**config.mk**
```make
export PLATFORM = sky130hd
export DESIGN_NAME = mem_stage
export DESIGN_NICKNAME = d
export VERILOG_FILES = /design/src/rtl/mem_stage_pkg.sv /design/src/rtl/mem_stage_mem_wb_reg.sv /design/src/rtl/mem_stage.sv
export SDC_FILE = /design/constraint.sdc
export NUM_CORES = 1
export LEC_CHECK = 0
export ABC_AREA = 1
export BUFFER_PORTS_ARGS = -buffer_cell sky130_fd_sc_hd__buf_2
export CORE_AREA = 2 2 132 134
export DETAILED_ROUTE_END_ITERATION = 16
export DIE_AREA = 0 0 134 136
export PLACE_DENSITY = 0.68
export SYNTH_ARGS = -nofsm -noshare
export SYNTH_HDL_FRONTEND = slang
export SYNTH_HIERARCHICAL = 1
export SYNTH_SLANG_ARGS = --single-unit
```
**constraint.sdc**
```tcl
create_clock -name clk_i -period 2.35 [get_ports clk_i]
set_clock_uncertainty 0.15 [all_clocks]
set_input_delay 0.235 -clock clk_i [delete_from_list [all_inputs] [get_ports clk_i]]
set_output_delay 0.235 -clock clk_i [all_outputs]
set_load 0.01 [all_outputs]
```
**src/rtl/mem_stage_pkg.sv**
```systemverilog
// Shared definitions for the memory stage: MemtoReg codes,
// FSM state encoding and default datapath widths.
package mem_stage_pkg;

   localparam int DEF_DATA_W = 32;
   localparam int DEF_REG_W  = 5;

   localparam logic [1:0] MTR_ALU = 2'd0;
   localparam logic [1:0] MTR_MEM = 2'd1;
   localparam logic [1:0] MTR_PC  = 2'd2;

   typedef enum logic {
      ST_IDLE = 1'b0,
      ST_WAIT = 1'b1
   } state_t;

endpackage

```
**src/rtl/mem_stage_mem_wb_reg.sv**
```systemverilog
// MEM/WB pipeline register: loads on enable, holds otherwise.
// Read data only updates when a load actually completes.
module mem_wb_reg
   import mem_stage_pkg::*;
#(
   parameter int DATA_W = DEF_DATA_W,
   parameter int REG_W  = DEF_REG_W
) (
   input  logic              clk,
   input  logic              rst,
   input  logic              en,
   input  logic              rd_en,
   input  logic              reg_write,
   input  logic [1:0]        mem_to_reg,
   input  logic [DATA_W-1:0] read_data,
   input  logic [DATA_W-1:0] alu_result,
   input  logic [REG_W-1:0]  write_reg,
   input  logic [31:0]       pc,
   output logic              reg_write_r,
   output logic [1:0]        mem_to_reg_r,
   output logic [DATA_W-1:0] read_data_r,
   output logic [DATA_W-1:0] alu_result_r,
   output logic [REG_W-1:0]  write_reg_r,
   output logic [31:0]       pc_r
);

   always_ff @(posedge clk) begin
      if (rst) begin
         reg_write_r  <= 1'b0;
         mem_to_reg_r <= '0;
         read_data_r  <= '0;
         alu_result_r <= '0;
         write_reg_r  <= '0;
         pc_r         <= '0;
      end else if (en) begin
         reg_write_r  <= reg_write;
         mem_to_reg_r <= mem_to_reg;
         alu_result_r <= alu_result;
         write_reg_r  <= write_reg;
         pc_r         <= pc;
         if (rd_en) read_data_r <= read_data;
      end
   end

endmodule

```
**src/rtl/mem_stage.sv**
```systemverilog
// MEM stage: D-cache request/miss handling, pipeline stall,
// endian swap, stall-cycle counter and the MEM/WB register.
module mem_stage
   import mem_stage_pkg::*;
#(
   parameter int DATA_W      = DEF_DATA_W,
   parameter int ADDR_W      = 30,
   parameter int REG_W       = DEF_REG_W,
   parameter bit SWAP_ENDIAN = 1'b1
) (
   input  logic              clk_i,
   input  logic              rst_i,
   input  logic              RegWrite_i,
   input  logic [1:0]        MemtoReg_i,
   input  logic              MemRead_i,
   input  logic              MemWrite_i,
   input  logic [DATA_W-1:0] ALUResult_i,
   input  logic [DATA_W-1:0] MemWriteData_i,
   input  logic [REG_W-1:0]  WriteRegDest_i,
   input  logic [31:0]       PC_i,
   input  logic              stall_i,
   output logic              DCACHE_ren_o,
   output logic              DCACHE_wen_o,
   output logic [ADDR_W-1:0] DCACHE_addr_o,
   output logic [DATA_W-1:0] DCACHE_wdata_o,
   input  logic [DATA_W-1:0] DCACHE_rdata_i,
   input  logic              DCACHE_stall_i,
   output logic              mem_stall_o,
   output logic              RegWrite_o,
   output logic [1:0]        MemtoReg_o,
   output logic [DATA_W-1:0] ReadData_o,
   output logic [DATA_W-1:0] ALUResult_o,
   output logic [REG_W-1:0]  WriteRegDest_o,
   output logic [31:0]       PC_o,
   output logic [31:0]       stall_cycles_o
);

   state_t            state;
   state_t            state_nxt;
   logic              access;
   logic              rd_req;
   logic              wr_req;
   logic              rd_done;
   logic              wb_en;
   logic [DATA_W-1:0] wdata_sw;
   logic [DATA_W-1:0] rdata_sw;

   // A read+write combination is treated as a store.
   assign wr_req  = MemWrite_i & ~rst_i;
   assign rd_req  = MemRead_i & ~MemWrite_i & ~rst_i;
   assign access  = (MemRead_i | MemWrite_i) & ~rst_i;
   assign rd_done = rd_req & ~DCACHE_stall_i;
   assign wb_en   = ~mem_stall_o & ~stall_i;

   assign mem_stall_o    = access & DCACHE_stall_i;
   assign DCACHE_ren_o   = rd_req;
   assign DCACHE_wen_o   = wr_req;
   assign DCACHE_addr_o  = ALUResult_i[ADDR_W+1:2];
   assign DCACHE_wdata_o = wdata_sw;

   always_comb begin
      wdata_sw = MemWriteData_i;
      rdata_sw = DCACHE_rdata_i;
      if (SWAP_ENDIAN) begin
         for (int b = 0; b < DATA_W / 8; b++) begin
            wdata_sw[8*b +: 8] = MemWriteData_i[DATA_W-8-8*b +: 8];
            rdata_sw[8*b +: 8] = DCACHE_rdata_i[DATA_W-8-8*b +: 8];
         end
      end
   end

   always_ff @(posedge clk_i) begin
      if (rst_i) state <= ST_IDLE;
      else       state <= state_nxt;
   end

   always_comb begin
      state_nxt = state;
      unique case (state)
         ST_IDLE: if (mem_stall_o)  state_nxt = ST_WAIT;
         ST_WAIT: if (!mem_stall_o) state_nxt = ST_IDLE;
         default: state_nxt = ST_IDLE;
      endcase
   end

   always_ff @(posedge clk_i) begin
      if (rst_i)            stall_cycles_o <= '0;
      else if (mem_stall_o) stall_cycles_o <= stall_cycles_o + 32'd1;
   end

   mem_wb_reg #(
      .DATA_W (DATA_W),
      .REG_W  (REG_W)
   ) u_mem_wb (
      .clk          (clk_i),
      .rst          (rst_i),
      .en           (wb_en),
      .rd_en        (rd_done),
      .reg_write    (RegWrite_i),
      .mem_to_reg   (MemtoReg_i),
      .read_data    (rdata_sw),
      .alu_result   (ALUResult_i),
      .write_reg    (WriteRegDest_i),
      .pc           (PC_i),
      .reg_write_r  (RegWrite_o),
      .mem_to_reg_r (MemtoReg_o),
      .read_data_r  (ReadData_o),
      .alu_result_r (ALUResult_o),
      .write_reg_r  (WriteRegDest_o),
      .pc_r         (PC_o)
   );

endmodule

```
## Word-level counts from Yosys, hierarchy flattened

Cells that the tools add are included.
W data, S select, Z words.

| word-level totals | value |
|---|---|
| bits in registers | 136 |
| input port bits | 142 |
| word-level logic and storage cells | 22 |

| cells by class | value |
|---|---|
| $add $sub $neg | 1 |
| bitwise operators | 13 |
| reductions and logical operators | 1 |

Operator list:

| cell | number |
|---|---|
| $add A32 B1 Y32 const B | 1 |
| $and A1 B1 Y1 | 7 |
| $not A1 Y1 | 5 |
| $reduce_and A2 Y1 | 1 |
| $or A1 B1 Y1 | 1 |

## Logic depth before layout (Yosys ltp)

| depth | value |
|---|---|
| word-level depth | 6 |
| gate-level depth with buffers | 11 |
| depth with buffers taken out | 10 |

## By module

Netlist, hierarchy kept.

Modules (own cells, without submodules):

| module | instances | cells an instance | area an instance (µm²) | seq. area each (µm²) |
|---|---|---|---|---|
| mem_wb_reg | 1 | 515 | 3,781.1 | 2,082.0 |
| mem_stage | 1 | 367 | 2,426.1 | 640.6 |

## Least setup slack after synthesis

Ideal clock, no wire load.

| path | value |
|---|---|
| kind | input to register |
| start point | in MemWrite_i |
| end point | reg u_mem_wb.read_data_r[0] |
| data arrival time | 1.527 ns |
| data required time | 2.087 ns |
| slack | 0.560 ns |
| cell stages on the path | 10 |
| path buffers | 3 |
| cells stage by stage | o21ai_2 > nor2_4 > buf_6 > or2_2 > inv_1 > buf_6 > nand2_4 > buf_2 > nor2_1 > nor2_1 |

| between the ends | value |
|---|---|
| longest elaborated chain between the ends | 6 |
| elaborated cells on any way between the ends | 10 |
| classes of those cells | 9 x bitwise; 1 x reduce/logical |

RTL lines:

| what | line | RTL |
|---|---|---|
| start, declared | mem_stage.sv:16 | `input logic MemWrite_i,` |
| $or A1 B1 Y1 | mem_stage.sv:51 | `assign access = (MemRead_i \| MemWrite_i) & ~rst_i;` |
| $and A1 B1 Y1 | mem_stage.sv:51 |  |
| $and A1 B1 Y1 | mem_stage.sv:55 | `assign mem_stall_o = access & DCACHE_stall_i;` |
| via mem_stall_o | mem_stage.sv:28 | `output logic mem_stall_o,` |
| $not A1 Y1 | mem_stage.sv:53 | `assign wb_en = ~mem_stall_o & ~stall_i;` |
| $and A1 B1 Y1 | mem_stage.sv:53 |  |
| via wb_en | mem_stage.sv:44 | `logic wb_en;` |
| $reduce_and A2 Y1 (no source line) | - |  |
| end signal, assigned | mem_stage_mem_wb_reg.sv:41 | `if (rd_en) read_data_r <= read_data;` |
| end, declared | mem_stage_mem_wb_reg.sv:21 | `output logic [DATA_W-1:0] read_data_r,` |

The timed path passes the listed nets, and every way through them passes these cells.
A chain may end at the register's enable or synchronous reset.

## Worst setup path in the final report

| path | value |
|---|---|
| start point | reg stall_cycles_o[1] |
| end point | reg stall_cycles_o[24] |

| between the ends | value |
|---|---|
| longest elaborated chain between the ends | 1 |

RTL lines:

| what | line | RTL |
|---|---|---|
| start, declared | mem_stage.sv:35 | `output logic [31:0] stall_cycles_o` |
| start signal, assigned | mem_stage.sv:88 | `else if (mem_stall_o) stall_cycles_o <= stall_cycles_o + 32'd1;` |
| $add A32 B1 Y32 | mem_stage.sv:88 |  |

Every way passes these cells.

==> metrics.md <==
| Metric | Value |
|---|---|
| Status | finished clean |
| Post-Route WL | 19.3 mm |
| CTS tree | yes |
| Layout cells sized above 1 | 0.293 |
| Initial Util | 0.368 |
| Sequential fraction of the synthesis area | 0.439 |
| Placed inst area | 7340 sq um |
| Initial antenna violation count | 1 |
| Clk_lat worst skew | 0.41 ns |
| Post_cts resized | 0 |
| First-pass iteration count of the detailed router | 4 |
| Starting DRC count in detailed routing | 366 |
| Post-DR wirelength/cell | 13.5 microns |
| Max rail drop VDD | 469 uV |
| Buffers inserted by post-CTS timing repair | 0 |
| Critical path class | flip-flop to flip-flop |
| #FFs+latches synth | 136 |
| Global-route wire length before repair | 29.8 mm |
| Clk buf depth | 2 |
| Leakage | 4.58 nW |
| Core area | 16900 sq um |
| Fin nets | 1340 |
| Die Width | 134 microns |
| Element type at the critical path end | flip-flop |
| Remaining antenna violation count | 0 |
| Vias in the first global route | 6024 |
| Syn. warnings | 6 |
| Setup crit start kind | flip-flop |
| CTS clk-pin slew, worst paths | 0.06 ns |
| Via/cell ratio | 4.54 |
| GRT Util Overall | 0.205 |
| Vert. Die Dim | 136 microns |
| Max_slew headroom | 0.686 |
| Setup violators final | 0 |
| Vias | 6511 |
| Mapped Avg Cell Area | 7.04 sq um |
| Worst EP arrival | 1.94 ns |
| Die area | 18200 sq um |
| Final instance area | 8990 sq um |
| Yosys cell types | 31 |
| Final Max Tran Viols | 0 |
| Setup_tns | 0 ns |
| Worst Hold Class | input port to flip-flop |
| Clock sink total | 136 |
| Ports | 343 |
| Post-DP HPWL | 12.6 mm |
| Hold path depth | 3 |
| Final hold vios | 0 |
| Max Cap Violations | 0 |
| Cells after Synth | 882 |
| Power per cell area | 667 nW/um^2 |
| Slew @ Worst Pin | 0.471 ns |
| Post-synthesis cell area | 6210 sq um |
| Synth-to-Final Area Change | 44.9% |
| Worst-path maximum fanout | 5 |
| TritonCTS Buffers | 17 |
| Final period utilization | 0.758 |
| Grt ovf | 0 |
| Ant. Diodes | 0 |
| RSZ-0062 raised after global routing | false |
| FP Rows | 48 |
| DRC Markers | 0 |
| Port buffer count | 278 |
| R2R depth | 10 |
| Final min period | 1.78 ns |
| Required @ worst endpoint | 2.51 ns |
| Worst hold slack | 0.0532 ns |
| H-tree levels | 4 |
| Top achievable clock speed | 562 MHz |
| Root buffer cell | clkbuf_16 |
| GP Congestion | 0.920 |
| Largest net degree at the start of global routing | 71 |
| Post-Syn Nets | 1025 |
-- critical path, stage by stage, from the launching register on --
cell	delay, ns
dfxtp_1	0.42
ha_1	0.20
nand2_1	0.07
nor2_2	0.19
nand2_1	0.10
nor2_1	0.15
nand3_1	0.11
nor2_1	0.14
nand2_1	0.06
nand2_1	0.05
nor2_1	0.04
-- layout by cell type, fill, tap and decap left out, types with 8 or more instances in the layout --
master / Yosys / layout
nor2_2: 10 / 10
buf_2: 16 / 278
dfxtp_1: 136 / 136
nand2_1: 134 / 134
dlygate4sd3_1: 0 / 104
nand3_1: 23 / 23
o21ai_0: 79 / 79
nand4_1: 9 / 9
buf_4: 62 / 9
nor3_1: 10 / 10
nor2_4: 8 / 8
clkbuf_16: 0 / 17
a21oi_1: 13 / 13
nor2_1: 256 / 256
inv_1: 80 / 79
-- through the flow --
stage	worst slack [ns]	power [mW]	instances	util
2_1_floorplan	0.560	2.90	882	-
3_3_place_gp	0.326	3.11	1299	0.435
3_5_place_dp	0.314	3.12	1299	0.435
4_1_cts	0.552	6.04	1435	0.533
5_1_grt	0.406	6.25	1435	0.533
6_report	0.569	6.00	1435	0.533
-- logic make-up after synthesis --
kind of cell | count (synthesis) | share of synthesized area
AND/OR/NAND/NOR | 464 | 0.318
buffers and inverters | 181 | 0.158
flip-flops | 136 | 0.439
AO/OA/AOI/OAI | 98 | 0.0804
XOR/XNOR | 2 | 0.00282
adder cells (fa/ha/maj) | 1 | 0.00202
-- synth_stat cells (all sizes together) --
| library cell | n | share of area |
|---|---|---|
| a31oi | 2 | 0.0020 |
| nor3 | 10 | 0.0081 |
| nand4 | 9 | 0.0091 |
| nor4 | 1 | 0.0010 |
| o21bai | 1 | 0.0012 |
| nand2 | 141 | 0.090 |
| nand3 | 26 | 0.026 |
| buf | 83 | 0.097 |
| o21ai | 82 | 0.067 |
| nor3b | 1 | 0.0012 |
| or2 | 1 | 0.0010 |
| xor2 | 2 | 0.0028 |
| ha | 1 | 0.0020 |
| inv | 83 | 0.050 |
| nor2 | 275 | 0.18 |
| clkbuf | 15 | 0.010 |
| a21oi | 13 | 0.010 |
| dfxtp | 136 | 0.44 |
-- final timing paths --
| path | start | endpoint | slack (ns) |
|---|---|---|---|
| worst min register to register | u_mem_wb/alu_result_r[25] | u_mem_wb/alu_result_r[25] | 0.34 |
| worst max register to register | stall_cycles_o[1] | stall_cycles_o[24] | 0.57 |
| worst min-delay path | DCACHE_stall_i | stall_cycles_o[0] | 0.05 |
| worst max-delay path | stall_cycles_o[1] | stall_cycles_o[24] | 0.57 |
-- per-layer routing --
| metal | routed length, microns | GRT usage | share of wire | up-vias |
|---|---|---|---|---|
| li1 | - | - | - | 3296 |
| met1 | 8120 | 0.247 | 0.42 | 2941 |
| met2 | 9170 | 0.341 | 0.47 | 249 |
| met3 | 1580 | 0.0660 | 0.082 | 25 |
| met4 | 457 | 0.0810 | 0.024 | 0 |
| met5 | 0 | 0 | 0 | - |
-- state kept, by name, indices dropped and copies added, names as in the netlist --
signal and count:
stall_cycles_o 32, u_mem_wb/alu_result_r 32, u_mem_wb/pc_r 32, u_mem_wb/read_data_r 32
u_mem_wb/write_reg_r 5, u_mem_wb/mem_to_reg_r 2, u_mem_wb/reg_write_r 1
-- report_power, final --
part | internal [mW] | total, mW | switching, mW
clock | 1.72 | 2.78 | 1.07
sequential | 2.42 | 2.47 | 0.0520
combinational | 0.357 | 0.748 | 0.390
-- cell type report --
type                            instances  area [sq um]
Clock buffer                           20           447
Inverter                               83           312
Tap cell                              225           282
Multi-Input combinational cell        565          2510
Fill cell                            1509          7880
Sequential cell                       136          2720
Timing Repair Buffer                  394          2560
Clock inverter                         12           165
-- what timing repair did --
item / 4_1_cts / 5_1_grt
hold endpoints to repair: 104 / 0
setup endpoints to repair: 0 / 0
hold buffers: 104 / 0
(Power assumes the default switching activity.)
